$ cat config.mk
export PLATFORM = sky130hd
export DESIGN_NAME = display_scan_driver
export DESIGN_NICKNAME = d
export VERILOG_FILES = /design/src/rtl/display_scan_driver.sv
export SDC_FILE = /design/constraint.sdc
export NUM_CORES = 1
export LEC_CHECK = 0
export CORE_UTILIZATION = 50
export DETAILED_ROUTE_END_ITERATION = 8
export GPL_TIMING_DRIVEN = 0
export HOLD_SLACK_MARGIN = 0.1
export PLACE_DENSITY_LB_ADDON = 0.05
export RECOVER_POWER = 25
export SLEW_MARGIN = 20
export SYNTH_ARGS = -nofsm -noshare
export SYNTH_HDL_FRONTEND = slang
export SYNTH_SLANG_ARGS = --single-unit
$ cat constraint.sdc
create_clock -name qzt_clk -period 2.8 [get_ports qzt_clk]
set_clock_uncertainty 0.05 [all_clocks]
set_input_delay 0.42 -clock qzt_clk [delete_from_list [all_inputs] [get_ports qzt_clk]]
set_output_delay 0.42 -clock qzt_clk [all_outputs]
set_load 0.02 [all_outputs]
$ cat src/rtl/display_scan_driver.sv
// ============================================================================
// Module   : display_scan_driver
// Purpose  : Multiplexed seven-segment scan driver with per-digit PWM
//            brightness, decimal points, blanking and a double-buffered digit
//            store. Optional macro DISPLAY_LEADING_ZERO_BLANK_EN enables
//            leading-zero suppression.
// Revision : 1.0 - initial release
// ============================================================================
`default_nettype none

module display_scan_driver #(
    parameter int NUM_DIGITS  = 4,
    parameter int SCAN_DIV    = 2500,
    parameter int BRIGHT_BITS = 4
) (
    input  logic                      qzt_clk,
    input  logic                      reset_n,
    input  logic [4*NUM_DIGITS-1:0]   digits_in,
    input  logic [NUM_DIGITS-1:0]     dp_in,
    input  logic [NUM_DIGITS-1:0]     blank_in,
    input  logic                      load,
    input  logic [BRIGHT_BITS-1:0]    brightness,
    output logic [NUM_DIGITS-1:0]     anode,
    output logic [7:0]                element,
    output logic                      frame_done
);

    localparam int PW = (SCAN_DIV > 2) ? $clog2(SCAN_DIV) : 1;
    localparam int IW = (NUM_DIGITS > 2) ? $clog2(NUM_DIGITS) : 1;

    localparam logic [PW-1:0]          c_presc_last = PW'(SCAN_DIV - 1);
    localparam logic [IW-1:0]          c_idx_last   = IW'(NUM_DIGITS - 1);
    localparam logic [BRIGHT_BITS-1:0] c_sub_last   = '1;
    localparam logic [NUM_DIGITS-1:0]  c_one_hot0   = NUM_DIGITS'(1);

    logic [PW-1:0]           r_presc;
    logic [BRIGHT_BITS-1:0]  r_sub;
    logic [IW-1:0]           r_idx;

    logic [4*NUM_DIGITS-1:0] r_act_digits;
    logic [NUM_DIGITS-1:0]   r_act_dp;
    logic [NUM_DIGITS-1:0]   r_act_blank;
    logic [4*NUM_DIGITS-1:0] r_pend_digits;
    logic [NUM_DIGITS-1:0]   r_pend_dp;
    logic [NUM_DIGITS-1:0]   r_pend_blank;
    logic                    r_pend_valid;

    logic                    w_sub_tick;
    logic                    w_sub_wrap;
    logic                    w_frame_wrap;
    logic [3:0]              w_nibbles [NUM_DIGITS];
    logic [3:0]              w_nib;
    logic                    w_blank;
    logic                    w_on;
    logic [6:0]              w_seg;

    assign w_sub_tick   = (r_presc == c_presc_last);
    assign w_sub_wrap   = w_sub_tick && (r_sub == c_sub_last);
    assign w_frame_wrap = w_sub_wrap && (r_idx == c_idx_last);

    generate
        for (genvar k = 0; k < NUM_DIGITS; k++) begin : g_nib
            assign w_nibbles[k] = r_act_digits[4*k +: 4];
        end
    endgenerate

    assign w_nib = w_nibbles[r_idx];

`ifdef DISPLAY_LEADING_ZERO_BLANK_EN
    logic [NUM_DIGITS-1:0] w_lz;

    // Suppression runs from the most significant digit downward and stops at
    // the first non-zero nibble or set decimal point; digit 0 always shows.
    always_comb begin
        logic run;
        w_lz = '0;
        run  = 1'b1;
        for (int k = NUM_DIGITS - 1; k >= 1; k--) begin
            run   = run && (w_nibbles[k] == 4'h0) && !r_act_dp[k];
            w_lz[k] = run;
        end
    end

    assign w_blank = r_act_blank[r_idx] | w_lz[r_idx];
`else
    assign w_blank = r_act_blank[r_idx];
`endif

    assign w_on = !w_blank && (r_sub <= brightness);

    // Active-high gfedcba patterns; inverted when registered onto element.
    always_comb begin
        w_seg = 7'h00;
        case (w_nib)
            4'h0: w_seg = 7'h3F;
            4'h1: w_seg = 7'h06;
            4'h2: w_seg = 7'h5B;
            4'h3: w_seg = 7'h4F;
            4'h4: w_seg = 7'h66;
            4'h5: w_seg = 7'h6D;
            4'h6: w_seg = 7'h7D;
            4'h7: w_seg = 7'h07;
            4'h8: w_seg = 7'h7F;
            4'h9: w_seg = 7'h6F;
            4'hA: w_seg = 7'h77;
            4'hB: w_seg = 7'h7C;
            4'hC: w_seg = 7'h39;
            4'hD: w_seg = 7'h5E;
            4'hE: w_seg = 7'h79;
            4'hF: w_seg = 7'h71;
            default: w_seg = 7'h00;
        endcase
    end

    always_ff @(posedge qzt_clk or negedge reset_n) begin
        if (!reset_n) begin
            r_presc       <= '0;
            r_sub         <= '0;
            r_idx         <= '0;
            r_act_digits  <= '0;
            r_act_dp      <= '0;
            r_act_blank   <= '0;
            r_pend_digits <= '0;
            r_pend_dp     <= '0;
            r_pend_blank  <= '0;
            r_pend_valid  <= 1'b0;
            anode         <= '1;
            element       <= 8'hFF;
            frame_done    <= 1'b0;
        end else begin
            r_presc <= w_sub_tick ? '0 : r_presc + 1'b1;

            if (w_sub_tick) begin
                r_sub <= r_sub + 1'b1;
                if (w_sub_wrap) begin
                    r_idx <= (r_idx == c_idx_last) ? '0 : r_idx + 1'b1;
                end
            end

            frame_done <= w_frame_wrap;

            if (load) begin
                r_pend_digits <= digits_in;
                r_pend_dp     <= dp_in;
                r_pend_blank  <= blank_in;
            end

            // A load on the wrap cycle is newer than anything pending, so it
            // bypasses the pending buffer entirely.
            if (w_frame_wrap && load) begin
                r_act_digits <= digits_in;
                r_act_dp     <= dp_in;
                r_act_blank  <= blank_in;
                r_pend_valid <= 1'b0;
            end else if (w_frame_wrap && r_pend_valid) begin
                r_act_digits <= r_pend_digits;
                r_act_dp     <= r_pend_dp;
                r_act_blank  <= r_pend_blank;
                r_pend_valid <= 1'b0;
            end else if (load) begin
                r_pend_valid <= 1'b1;
            end

            anode   <= w_on ? ~(c_one_hot0 << r_idx) : '1;
            element <= w_on ? {~r_act_dp[r_idx], ~w_seg} : 8'hFF;
        end
    end

endmodule

`default_nettype wire

==> results of run 1 <==
## synth_stat cells, drive strengths merged, types with 2 or more instances
cell type  count
a211oi         3
a21oi         16
a31oi         17
and3           5
buf           10
clkbuf        15
dfrtp         68
dfstp         12
ha            16
inv           28
mux2          11
mux2i          6
mux4           5
nand2         32
nand3          6
nand3b         8
nand4          3
nor2          62
nor3           5
o21ai         29
o221ai         2
o22ai         24
xnor2         10
xor2           3
## cell usage in the layout (no fill, tap or decap), drive strengths merged, types with 2 or more instances in the layout
master / n
a211oi: 3
a21oi: 16
a31oi: 17
and3: 5
buf: 11
clkbuf: 26
clkdlybuf4s50: 42
clkinvlp: 3
dfrtp: 68
dfstp: 12
ha: 16
inv: 28
mux2: 11
mux2i: 6
mux4: 5
nand2: 32
nand3: 6
nand3b: 8
nand4: 3
nor2: 62
nor3: 5
o21ai: 29
o221ai: 2
o22ai: 24
xnor2: 10
xor2: 3
## layout make-up
class                      instances  area [um2]  area share
sequential                        80        2020       0.410
multi-input combinational        271        1870       0.380
timing repair buffer              45         455      0.0926
buffer                            24         143      0.0290
clock buffer                      11         141      0.0288
tap                              102         128      0.0260
inverter                          28         105      0.0214
clock inverter                     5        57.6      0.0117
## layer usage
| metal | GRT usage | vias to the layer above |
|---|---|---|
| li1 | - | 1507 |
| met1 | 0.325 | 1467 |
| met3 | 0.0309 | 16 |
| met2 | 0.351 | 79 |
| met4 | 0.108 | 0 |
| met5 | 0 | - |
## power by group through the flow
stage,sequential (W),combinational [W],clock [W]
finish,0.00120,0.000160,0.000865
global route,0.00121,0.000178,0.000932
CTS,0.00120,0.000163,0.000883
detailed placement,0.00122,0.000161,0
global placement,0.00122,0.000155,0
floorplan,0.00123,0.0000576,0
## worst paths after layout
check | start | endpoint | slack, ps | depth (start not counted)
setup / recovery | r_presc[0] | r_act_digits[1] | 200 | 7
hold / removal | r_presc[9] | r_presc[9] | 440 | 1
setup reg to reg | r_presc[0] | r_act_digits[1] | 200 | 7
hold reg to reg | r_presc[9] | r_presc[9] | 440 | 1
max in group asynchronous | reset_n | element[7] | 1130 | 3
min in group asynchronous | reset_n | r_pend_digits[11] | 750 | 2
## metrics by stage
step | worst slack, ps | power [W]
4_1_cts | 121 | 0.00225
5_1_grt | 73.2 | 0.00232
3_3_place_gp | -1660 | 0.00138
3_5_place_dp | 195 | 0.00138
6_report | 197 | 0.00223
2_1_floorplan | 596 | 0.00128
## timing repair
| item | 4_1_cts | 5_1_grt |
|---|---|---|
| hold buffers | 1 | 0 |
| endpoints found under the hold margin | 36 | 0 |
| endpoints found under the setup margin | 0 | 1 |
## sequential cells by signal, indices dropped and copies added (netlist names)
signal         flops
r_act_digits      16
r_pend_digits     16
r_presc           12
element            8
anode              4
r_act_blank        4
r_act_dp           4
r_pend_blank       4
r_pend_dp          4
r_sub              4
r_idx              2
frame_done         1
r_pend_valid       1
## worst max-delay path, delay by kind of cell (launching register included)
kind            cells  cell delay, ps
simple gates        3            1370
flops               1             400
fa+ha+maj           1             260
buf+inv             1             210
compound gates      2             190
## kinds of logic after synthesis
family                     Yosys count  synth area share
AOI/OAI and AO/OA                   94             0.162
DFF                                 80             0.487
and+or+nand+nor                    126             0.142
muxes                               22            0.0716
adders and majority gates           16            0.0484
xor gates and xnor gates            13            0.0275
buffers and inverters               53            0.0608
==> flow_metrics.env, run 1 <==
export IMPL_outcome="completed"
export IMPL_routed_wire_length_per_instance_um=15.8
export IMPL_wirelength_um=8950
export IMPL_cts_root_to_sink_buffers=2
export IMPL_setup_worst_path_end_class="flip-flop"
export IMPL_synthesis_area_per_instance_um2=10.2
export IMPL_fin_util=0.627
export IMPL_area_of_placed_instances_mm2=0.00471
export IMPL_worst_slew_pin_slew_ps=1050
export IMPL_grt_overflow_total=0
export IMPL_power_leakage_nw=2.20
export IMPL_layout_nets=506
export IMPL_route_met3_wl_um=396
export IMPL_ys_async_sr_fraction=1.00
export IMPL_yosysSeqAreaShare=0.487
export IMPL_antenna_diode_count=0
export IMPL_clkLatencyLatePin_ps=350
export IMPL_dieHeight_um=93.0
export IMPL_finalSetupViolations=0
export IMPL_starting_drc_count_in_detailed_routing=108
export IMPL_worst_setup_hold_path_clk_slew_ps=80
export IMPL_critical_path_peak_fanout=10
export IMPL_fill_cells=675
export IMPL_synth_top_cell_area_share=0.411
export IMPL_power_density_mw_per_mm2=453
export IMPL_worst_ep_required_time_ps=2970
export IMPL_rows=32
export IMPL_dieArea_mm2=0.00865
export IMPL_ios=44
export IMPL_power_frac_comb=0.072
export IMPL_cpPeakStageDelay_ps=680
export IMPL_timing_critical_path_cells="ha_1 > or4b_4 > nor4_4 > nand2_4 > buf_6 > o22ai_2 > a21oi_1"
export IMPL_synth_edf_count=0
export IMPL_period_needed_ps=2600
export IMPL_floorplan_die_width_um=93.0
export IMPL_final_layout_size_suffix_gt1_frac=0.172
export IMPL_route_detailed_vias_per_inst=5.42
export IMPL_via_count=3069
export IMPL_ctsResizeCount=0
export IMPL_tritoncts="built"
export IMPL_worst_slew_margin_rel=0.299
export IMPL_switching_share=0.235
export IMPL_cell_type_contributing_the_most_total_cell_area_after_synthesis="sky130_fd_sc_hd__dfrtp_1"
export IMPL_grt_total_usage=0.230
export IMPL_synth_top_flop_cell="sky130_fd_sc_hd__dfrtp_1"
export IMPL_drc_errors=0
export IMPL_largest_net_degree_at_the_start_of_global_routing=43
export IMPL_clock_power_share=0.388
export IMPL_postCtsSetupRepairBufs=0
export IMPL_place_hpwl_um=6050
export IMPL_placement_io_buffers=43
export IMPL_critical_path_slowest_cell="sky130_fd_sc_hd__nor4_4"
export IMPL_pwr_share_seq=0.540
export IMPL_postSynthNetCount=451
export IMPL_synthCells=404
export IMPL_clock_sinks=80
export IMPL_fin_setup_tns_ps=0
export IMPL_place_inst=550
export IMPL_timing_critical_path_arrival_ps=2780
export IMPL_finalNonFillerCells=566
export IMPL_globalplace_congestion=0.779
export IMPL_grt_first_pass_wirelength_um=15200
export IMPL_wirelength_met1_um=4220
export IMPL_synth_warnings=0
export IMPL_met2_length_um=4110
export IMPL_clock_tree_htree_level_count=3
export IMPL_synth_ff_latch_count=80
export IMPL_p_int_w=0.00170
export IMPL_syn_area_mm2=0.00414
export IMPL_crit_path_start_kind="flip-flop"
export IMPL_core_area_mm2=0.00785
export IMPL_antenna_found_initial=0
export IMPL_fin_worst_hold_slack_ps=439
export IMPL_grt_pass1_vias=3074
export IMPL_initial_utilization=0.527
export IMPL_layout_cell_area_non_filler_mm2=0.00492
export IMPL_finalMaxSlewViolations=0
export IMPL_postRouteAntennaNets=0
export IMPL_cap_viol_max_count=0
export IMPL_synthDistinctLibCells=38
export IMPL_report_final_hold_viol_count=0
export IMPL_ys_top_cells_by_area="sky130_fd_sc_hd__dfrtp_1, sky130_fd_sc_hd__dfstp_2, sky130_fd_sc_hd__o22ai_2"
export IMPL_cts_root_buffer="sky130_fd_sc_hd__clkbuf_8"
export IMPL_maxClockFrequency_ghz=0.384
export IMPL_rsz0062_at_grt="no"
export IMPL_switching_power_w=0.000524
export IMPL_route_top_layer_used="met4"
export IMPL_numCtsBuffers=9
export IMPL_dr_pass1_iters=5
export IMPL_area_growth_synth_to_final_pct=18.8
export IMPL_power_ir_vdd_worst_uv=301
export IMPL_hold_path_class="flip-flop to flip-flop"
export IMPL_final_period_utilization=0.930
export IMPL_timing_setup_critical_path_class="flip-flop to flip-flop"
Power figures use the tool's default switching activity.
==> inputs of run 2 (changes only) <==
--- a/config.mk
+++ b/config.mk
@@ -9,7 +9,7 @@
 export DETAILED_ROUTE_END_ITERATION = 8
 export GPL_TIMING_DRIVEN = 0
 export HOLD_SLACK_MARGIN = 0.1
-export PLACE_DENSITY_LB_ADDON = 0.05
+export PLACE_DENSITY = 0.82
 export RECOVER_POWER = 25
 export SLEW_MARGIN = 20
 export SYNTH_ARGS = -nofsm -noshare
==> flow_metrics.env, run 2 (same netlist as run 1, synthesis figures left out) <==
export IMPL_most_common_layout_cells="sky130_fd_sc_hd__dfrtp_1, sky130_fd_sc_hd__nor2_1, sky130_fd_sc_hd__clkdlybuf4s50_1"
export IMPL_total_power_w=0.00237
export IMPL_critical_path_slowest_cell="sky130_fd_sc_hd__mux4_2"
export IMPL_worst_path_buf_inv=3
export IMPL_timing_setup_critical_path_class="flip-flop to flip-flop"
export IMPL_global_route_usage_met3=0.0293
export IMPL_maxClockFrequency_ghz=0.372
export IMPL_worst_r2r_startpoint="r_idx[0]"
export IMPL_cp_num_cells=9
export IMPL_dp_worst_setup_slack_ps=176
export IMPL_power_leakage_nw=2.23
export IMPL_reg_top3="r_act_digits x16, r_pend_digits x16, r_presc x12"
export IMPL_fill_cells=655
export IMPL_clock_tree_htree_level_count=3
export IMPL_power_density_mw_per_mm2=478
export IMPL_timing_critical_path_arrival_ps=2910
export IMPL_area_growth_synth_to_final_pct=19.9
export IMPL_worst_ep_required_time_ps=3020
export IMPL_largest_net_degree_at_the_start_of_global_routing=55
export IMPL_placement_io_buffers=43
export IMPL_worst_slew_pin_slew_ps=1540
export IMPL_antenna_diode_count=0
export IMPL_starting_drc_count_in_detailed_routing=254
export IMPL_antenna_found_initial=0
export IMPL_critical_path_reg2reg_endpoint="element[0]"
export IMPL_period_needed_ps=2690
export IMPL_power_ir_vdd_worst_uv=284
export IMPL_area_of_placed_instances_mm2=0.00472
export IMPL_routed_wire_length_per_instance_um=16.1
export IMPL_grt_total_usage=0.230
export IMPL_hold_path_class="flip-flop to flip-flop"
export IMPL_dieArea_mm2=0.00865
export IMPL_place_hpwl_um=6150
export IMPL_worst_setup_hold_path_clk_slew_ps=80
export IMPL_layout_cell_area_non_filler_mm2=0.00496
export IMPL_ios=44
export IMPL_grt_busiest_layer="met2"
export IMPL_clock_power_share=0.425
export IMPL_switching_power_w=0.000520
export IMPL_finalSetupViolations=0
export IMPL_drc_errors=0
export IMPL_outcome="finished, violations left"
export IMPL_pwr_share_seq=0.506
export IMPL_via_count=3276
export IMPL_path_common_cell="sky130_fd_sc_hd__a21oi_1"
export IMPL_grt_overflow_total=0
export IMPL_route_detailed_vias_per_inst=5.78
export IMPL_floorplan_die_width_um=93.0
export IMPL_final_period_utilization=0.959
export IMPL_postRouteAntennaNets=0
export IMPL_largest_delay_share_family_worst_path="multiplexers"
export IMPL_gr_usage_met2=0.367
export IMPL_critical_path_peak_fanout=9
export IMPL_tritoncts="built"
export IMPL_final_layout_size_suffix_gt1_frac=0.172
export IMPL_core_area_mm2=0.00785
export IMPL_initial_utilization=0.527
export IMPL_crit_path_start_kind="flip-flop"
export IMPL_grt_pass1_vias=3211
export IMPL_number_of_cells_traversed_by_the_worst_register_to_register_path=9
export IMPL_clock_sinks=80
export IMPL_report_final_hold_viol_count=0
export IMPL_worst_setup_path_endpoint="element[0]"
export IMPL_wirelength_um=9140
export IMPL_cts_root_buffer="sky130_fd_sc_hd__clkbuf_8"
export IMPL_rows=32
export IMPL_grtUsageMet1=0.308
export IMPL_numCtsBuffers=9
export IMPL_dieHeight_um=93.0
export IMPL_globalplace_congestion=0.802
export IMPL_rsz0062_at_grt="no"
export IMPL_setup_worst_path_end_class="flip-flop"
export IMPL_violations_in_the_final_reports="capacitance limit, slew limit"
export IMPL_cts_root_to_sink_buffers=2
export IMPL_power_frac_comb=0.068
export IMPL_switching_share=0.219
export IMPL_layout_commonest_cell="sky130_fd_sc_hd__dfrtp_1"
export IMPL_cpPeakStageDelay_ps=670
export IMPL_worst_setup_path_startpoint="r_idx[0]"
export IMPL_worst_slew_margin_rel=-0.0254
export IMPL_grt_first_pass_wirelength_um=15400
export IMPL_finalMaxSlewViolations=27
export IMPL_setup_reg_to_reg_worst_slack_ps=110
export IMPL_fin_setup_tns_ps=0
export IMPL_dr_pass1_iters=5
export IMPL_layout_nets=507
export IMPL_cap_viol_max_count=1
export IMPL_p_int_w=0.00185
export IMPL_timing_critical_path_cells="buf_2 > mux4_2 > inv_1 > ha_1 > clkbuf_1 > mux2i_1 > a21oi_1 > a21oi_1 > o21ai_0"
export IMPL_fin_ws_ps=115
export IMPL_fin_worst_hold_slack_ps=430
export IMPL_postCtsSetupRepairBufs=0
export IMPL_clkLatencyLatePin_ps=350
run 2: cell types whose count changed in the layout (fill, tap and decap cells not counted):
| cell | previous run | this run |
|---|---|---|
| sky130_fd_sc_hd__bufinv_16 | 1 | 3 |
| sky130_fd_sc_hd__buf_12 | 1 | 0 |
| sky130_fd_sc_hd__clkinvlp_4 | 3 | 0 |
| sky130_fd_sc_hd__clkinv_2 | 1 | 4 |
| sky130_fd_sc_hd__clkbuf_1 | 15 | 16 |
| sky130_fd_sc_hd__clkbuf_8 | 10 | 9 |
| sky130_fd_sc_hd__clkbuf_2 | 1 | 0 |
| sky130_fd_sc_hd__buf_16 | 0 | 1 |
run 2: worst min path at each step:
| stage | from | slack, ps | end | cells past startpoint |
|---|---|---|---|---|
| finish | r_presc[9] | 430 | r_presc[9] | 1 |
| global route | r_presc[9] | 460 | r_presc[9] | 1 |
| CTS | r_presc[9] | 440 | r_presc[9] | 1 |
| detailed placement | reset_n | 310 | r_pend_digits[12] | 1 |
| global placement | r_presc[10] | 420 | r_presc[10] | 1 |
| floorplan | reset_n | 70 | frame_done | 0 |
run 2: timing repair:
| action | in CTS | in global routing |
|---|---|---|
| hold endpoints to repair | 16 | 0 |
| hold buffers | 1 | 0 |
| resized for setup | 0 | 0 |
run 2: cell type report:
cell class / instances / area [um2] / area share
Tap cell: 102 / 128 / 0.0257
Timing Repair Buffer: 45 / 462 / 0.0930
Clock inverter: 7 / 110 / 0.0222
Multi-Input combinational cell: 271 / 1870 / 0.377
Buffer: 25 / 146 / 0.0295
Inverter: 28 / 105 / 0.0212
Clock buffer: 9 / 124 / 0.0250
Sequential cell: 80 / 2020 / 0.406
run 2: metrics by stage:
step / std cells / utilization
floorplan: 404 / -
CTS: 567 / 0.633
global placement: 549 / 0.599
detailed placement: 550 / 0.602
finish: 567 / 0.632
global route: 567 / 0.632
run 2: worst register-to-register path, stage by stage (launching register included):
cell and delay [ps]:
sky130_fd_sc_hd__dfrtp_1 380, sky130_fd_sc_hd__buf_2 310, sky130_fd_sc_hd__mux4_2 670, sky130_fd_sc_hd__inv_1 160
sky130_fd_sc_hd__ha_1 160, sky130_fd_sc_hd__clkbuf_1 280, sky130_fd_sc_hd__mux2i_1 140, sky130_fd_sc_hd__a21oi_1 180
sky130_fd_sc_hd__a21oi_1 90, sky130_fd_sc_hd__o21ai_0 190
run 2: power by group through the flow:
| stage | Clock, W | Combinational, W | Sequential, W |
|---|---|---|---|
| floorplan | 0 | 0.0000576 | 0.00123 |
| global placement | 0 | 0.000153 | 0.00122 |
| detailed placement | 0 | 0.000162 | 0.00122 |
| CTS | 0.00102 | 0.000164 | 0.00120 |
| global route | 0.00108 | 0.000179 | 0.00121 |
| finish | 0.00101 | 0.000162 | 0.00120 |
run 2: layer usage:
layer | vias to the layer above | share of wire
li1 | 1513 | -
met1 | 1586 | 0.42
met2 | 155 | 0.48
met3 | 22 | 0.071
met4 | 0 | 0.027
met5 | - | 0
==> inputs of run 3 (changes only) <==
--- a/config.mk
+++ b/config.mk
@@ -9,7 +9,7 @@
 export DETAILED_ROUTE_END_ITERATION = 8
 export GPL_TIMING_DRIVEN = 0
 export HOLD_SLACK_MARGIN = 0.1
-export PLACE_DENSITY = 0.82
+export PLACE_DENSITY = 0.72
 export RECOVER_POWER = 25
 export SLEW_MARGIN = 20
 export SYNTH_ARGS = -nofsm -noshare
==> flow_metrics.env, run 3 (same netlist as run 1, synthesis figures left out) <==
export IMPL_grt_total_usage=0.226
export IMPL_dieArea_mm2=0.00865
export IMPL_floorplan_die_width_um=93.0
export IMPL_clock_tree_htree_level_count=3
export IMPL_clkLatencyLatePin_ps=370
export IMPL_most_common_layout_cells="sky130_fd_sc_hd__dfrtp_1, sky130_fd_sc_hd__nor2_1, sky130_fd_sc_hd__clkdlybuf4s50_1"
export IMPL_largest_delay_share_family_worst_path="simple AND/OR/NAND/NOR gates"
export IMPL_dieHeight_um=93.0
export IMPL_ctsResizeCount=0
export IMPL_starting_drc_count_in_detailed_routing=223
export IMPL_core_area_mm2=0.00785
export IMPL_rsz0062_at_grt="no"
export IMPL_fin_util=0.629
export IMPL_power_leakage_nw=2.22
export IMPL_timing_setup_critical_path_class="flip-flop to flip-flop"
export IMPL_worst_slew_pin_slew_ps=2010
export IMPL_drc_errors=0
export IMPL_fill_cells=674
export IMPL_critical_path_peak_fanout=10
export IMPL_cts_root_to_sink_buffers=2
export IMPL_total_power_w=0.00230
export IMPL_worst_setup_path_startpoint="r_presc[0]"
export IMPL_grt_overflow_total=0
export IMPL_route_detailed_vias_per_inst=5.50
export IMPL_critical_path_reg2reg_endpoint="r_act_digits[5]"
export IMPL_place_inst=550
export IMPL_final_period_utilization=0.909
export IMPL_postRouteAntennaNets=0
export IMPL_grt_pass1_vias=3233
export IMPL_antenna_found_initial=0
export IMPL_register_area_mm2=0.00202
export IMPL_critical_path_slowest_cell="sky130_fd_sc_hd__nor4_4"
export IMPL_final_layout_size_suffix_gt1_frac=0.170
export IMPL_layout_commonest_cell="sky130_fd_sc_hd__dfrtp_1"
export IMPL_worst_path_buf_inv=1
export IMPL_dp_worst_setup_slack_ps=135
export IMPL_timing_critical_path_cells="ha_1 > or4b_4 > nor4_4 > nand2_4 > buf_6 > o22ai_2 > a21oi_1"
export IMPL_worst_r2r_startpoint="r_presc[0]"
export IMPL_rows=32
export IMPL_globalplace_congestion=0.766
export IMPL_numCtsBuffers=9
export IMPL_worst_setup_path_endpoint="r_act_digits[5]"
export IMPL_dr_pass1_iters=4
export IMPL_place_hpwl_um=6020
export IMPL_clock_sinks=80
export IMPL_number_of_cells_traversed_by_the_worst_register_to_register_path=7
export IMPL_wirelength_um=8790
export IMPL_maxClockFrequency_ghz=0.393
export IMPL_cap_viol_max_count=1
export IMPL_cts_root_buffer="sky130_fd_sc_hd__clkbuf_8"
export IMPL_area_growth_synth_to_final_pct=19.3
export IMPL_violations_in_the_final_reports="capacitance limit, slew limit"
export IMPL_worst_slew_margin_rel=-0.338
export IMPL_tritoncts="built"
export IMPL_period_needed_ps=2550
export IMPL_largest_net_degree_at_the_start_of_global_routing=46
export IMPL_crit_path_start_kind="flip-flop"
export IMPL_ios=44
export IMPL_layout_nets=506
export IMPL_routed_wire_length_per_instance_um=15.5
export IMPL_multi_input_comb_area_mm2=0.00187
export IMPL_hold_path_class="flip-flop to flip-flop"
export IMPL_cp_num_cells=7
export IMPL_reg_top3="r_act_digits x16, r_pend_digits x16, r_presc x12"
export IMPL_outcome="finished, violations left"
export IMPL_finalMaxSlewViolations=36
export IMPL_cpPeakStageDelay_ps=660
export IMPL_grt_first_pass_wirelength_um=15100
export IMPL_power_density_mw_per_mm2=466
export IMPL_setup_worst_path_end_class="flip-flop"
export IMPL_via_count=3113
export IMPL_worst_setup_hold_path_clk_slew_ps=90
export IMPL_finalSetupViolations=0
export IMPL_fin_ws_ps=254
export IMPL_report_final_hold_viol_count=0
export IMPL_timing_critical_path_arrival_ps=2730
export IMPL_worst_ep_required_time_ps=2980
export IMPL_fin_setup_tns_ps=0
export IMPL_initial_utilization=0.527
export IMPL_power_ir_vdd_worst_uv=274
export IMPL_finalNonFillerCells=566
export IMPL_setup_reg_to_reg_worst_slack_ps=250
export IMPL_antenna_diode_count=0
export IMPL_placement_io_buffers=43
[run 3: changes by cell type in the layout (fill, tap and decap cells not counted)]
cell,before,now
sky130_fd_sc_hd__bufinv_16,3,2
sky130_fd_sc_hd__clkinv_4,0,1
sky130_fd_sc_hd__clkinv_2,4,3
[run 3: layout make-up]
class / instances / share of cell area
clock inverters: 6 / 0.0170
well taps: 102 / 0.0259
multi-input cells: 271 / 0.379
inverters: 28 / 0.0213
clock buffers: 10 / 0.0259
plain buffers: 24 / 0.0289
repair buffers: 45 / 0.0935
flip-flops and latches: 80 / 0.409
[run 3: worst min path at each step]
stage / from / to / slack, ps / depth (start not counted)
floorplan: reset_n / frame_done / 70 / 0
global placement: r_presc[10] / r_presc[10] / 430 / 1
detailed placement: reset_n / r_idx[0] / 360 / 1
CTS: r_presc[0] / r_presc[0] / 440 / 1
global route: r_pend_digits[5] / r_pend_digits[5] / 470 / 1
finish: r_presc[0] / r_presc[0] / 440 / 1
[run 3: metrics by stage]
stage	instance area [um2]	hold WS, ps
floorplan	4140	74.4
global placement	4700	427
detailed placement	4720	360
CTS	4940	437
global route	4940	472
finish	4940	436
[run 3: power by group]
part	switching (W)	internal, W
combinational	0.0000837	0.0000765
clock	0.000439	0.000499
sequential	0.0000101	0.00119
total	0.000533	0.00177
[run 3: what timing repair did]
item / 4_1_cts / 5_1_grt
endpoints found under the hold margin: 25 / 0
hold buffers: 1 / 0
setup buffers: 0 / 0
endpoints found under the setup margin: 0 / 1
[run 3: layer usage]
| metal | GRT usage | vias to the layer above | part of all wire |
|---|---|---|---|
| met5 | 0 | - | 0 |
| met4 | 0.115 | 0 | 0.019 |
| met3 | 0.0293 | 15 | 0.046 |
| met2 | 0.354 | 81 | 0.47 |
| met1 | 0.310 | 1511 | 0.47 |
| li1 | - | 1506 | - |
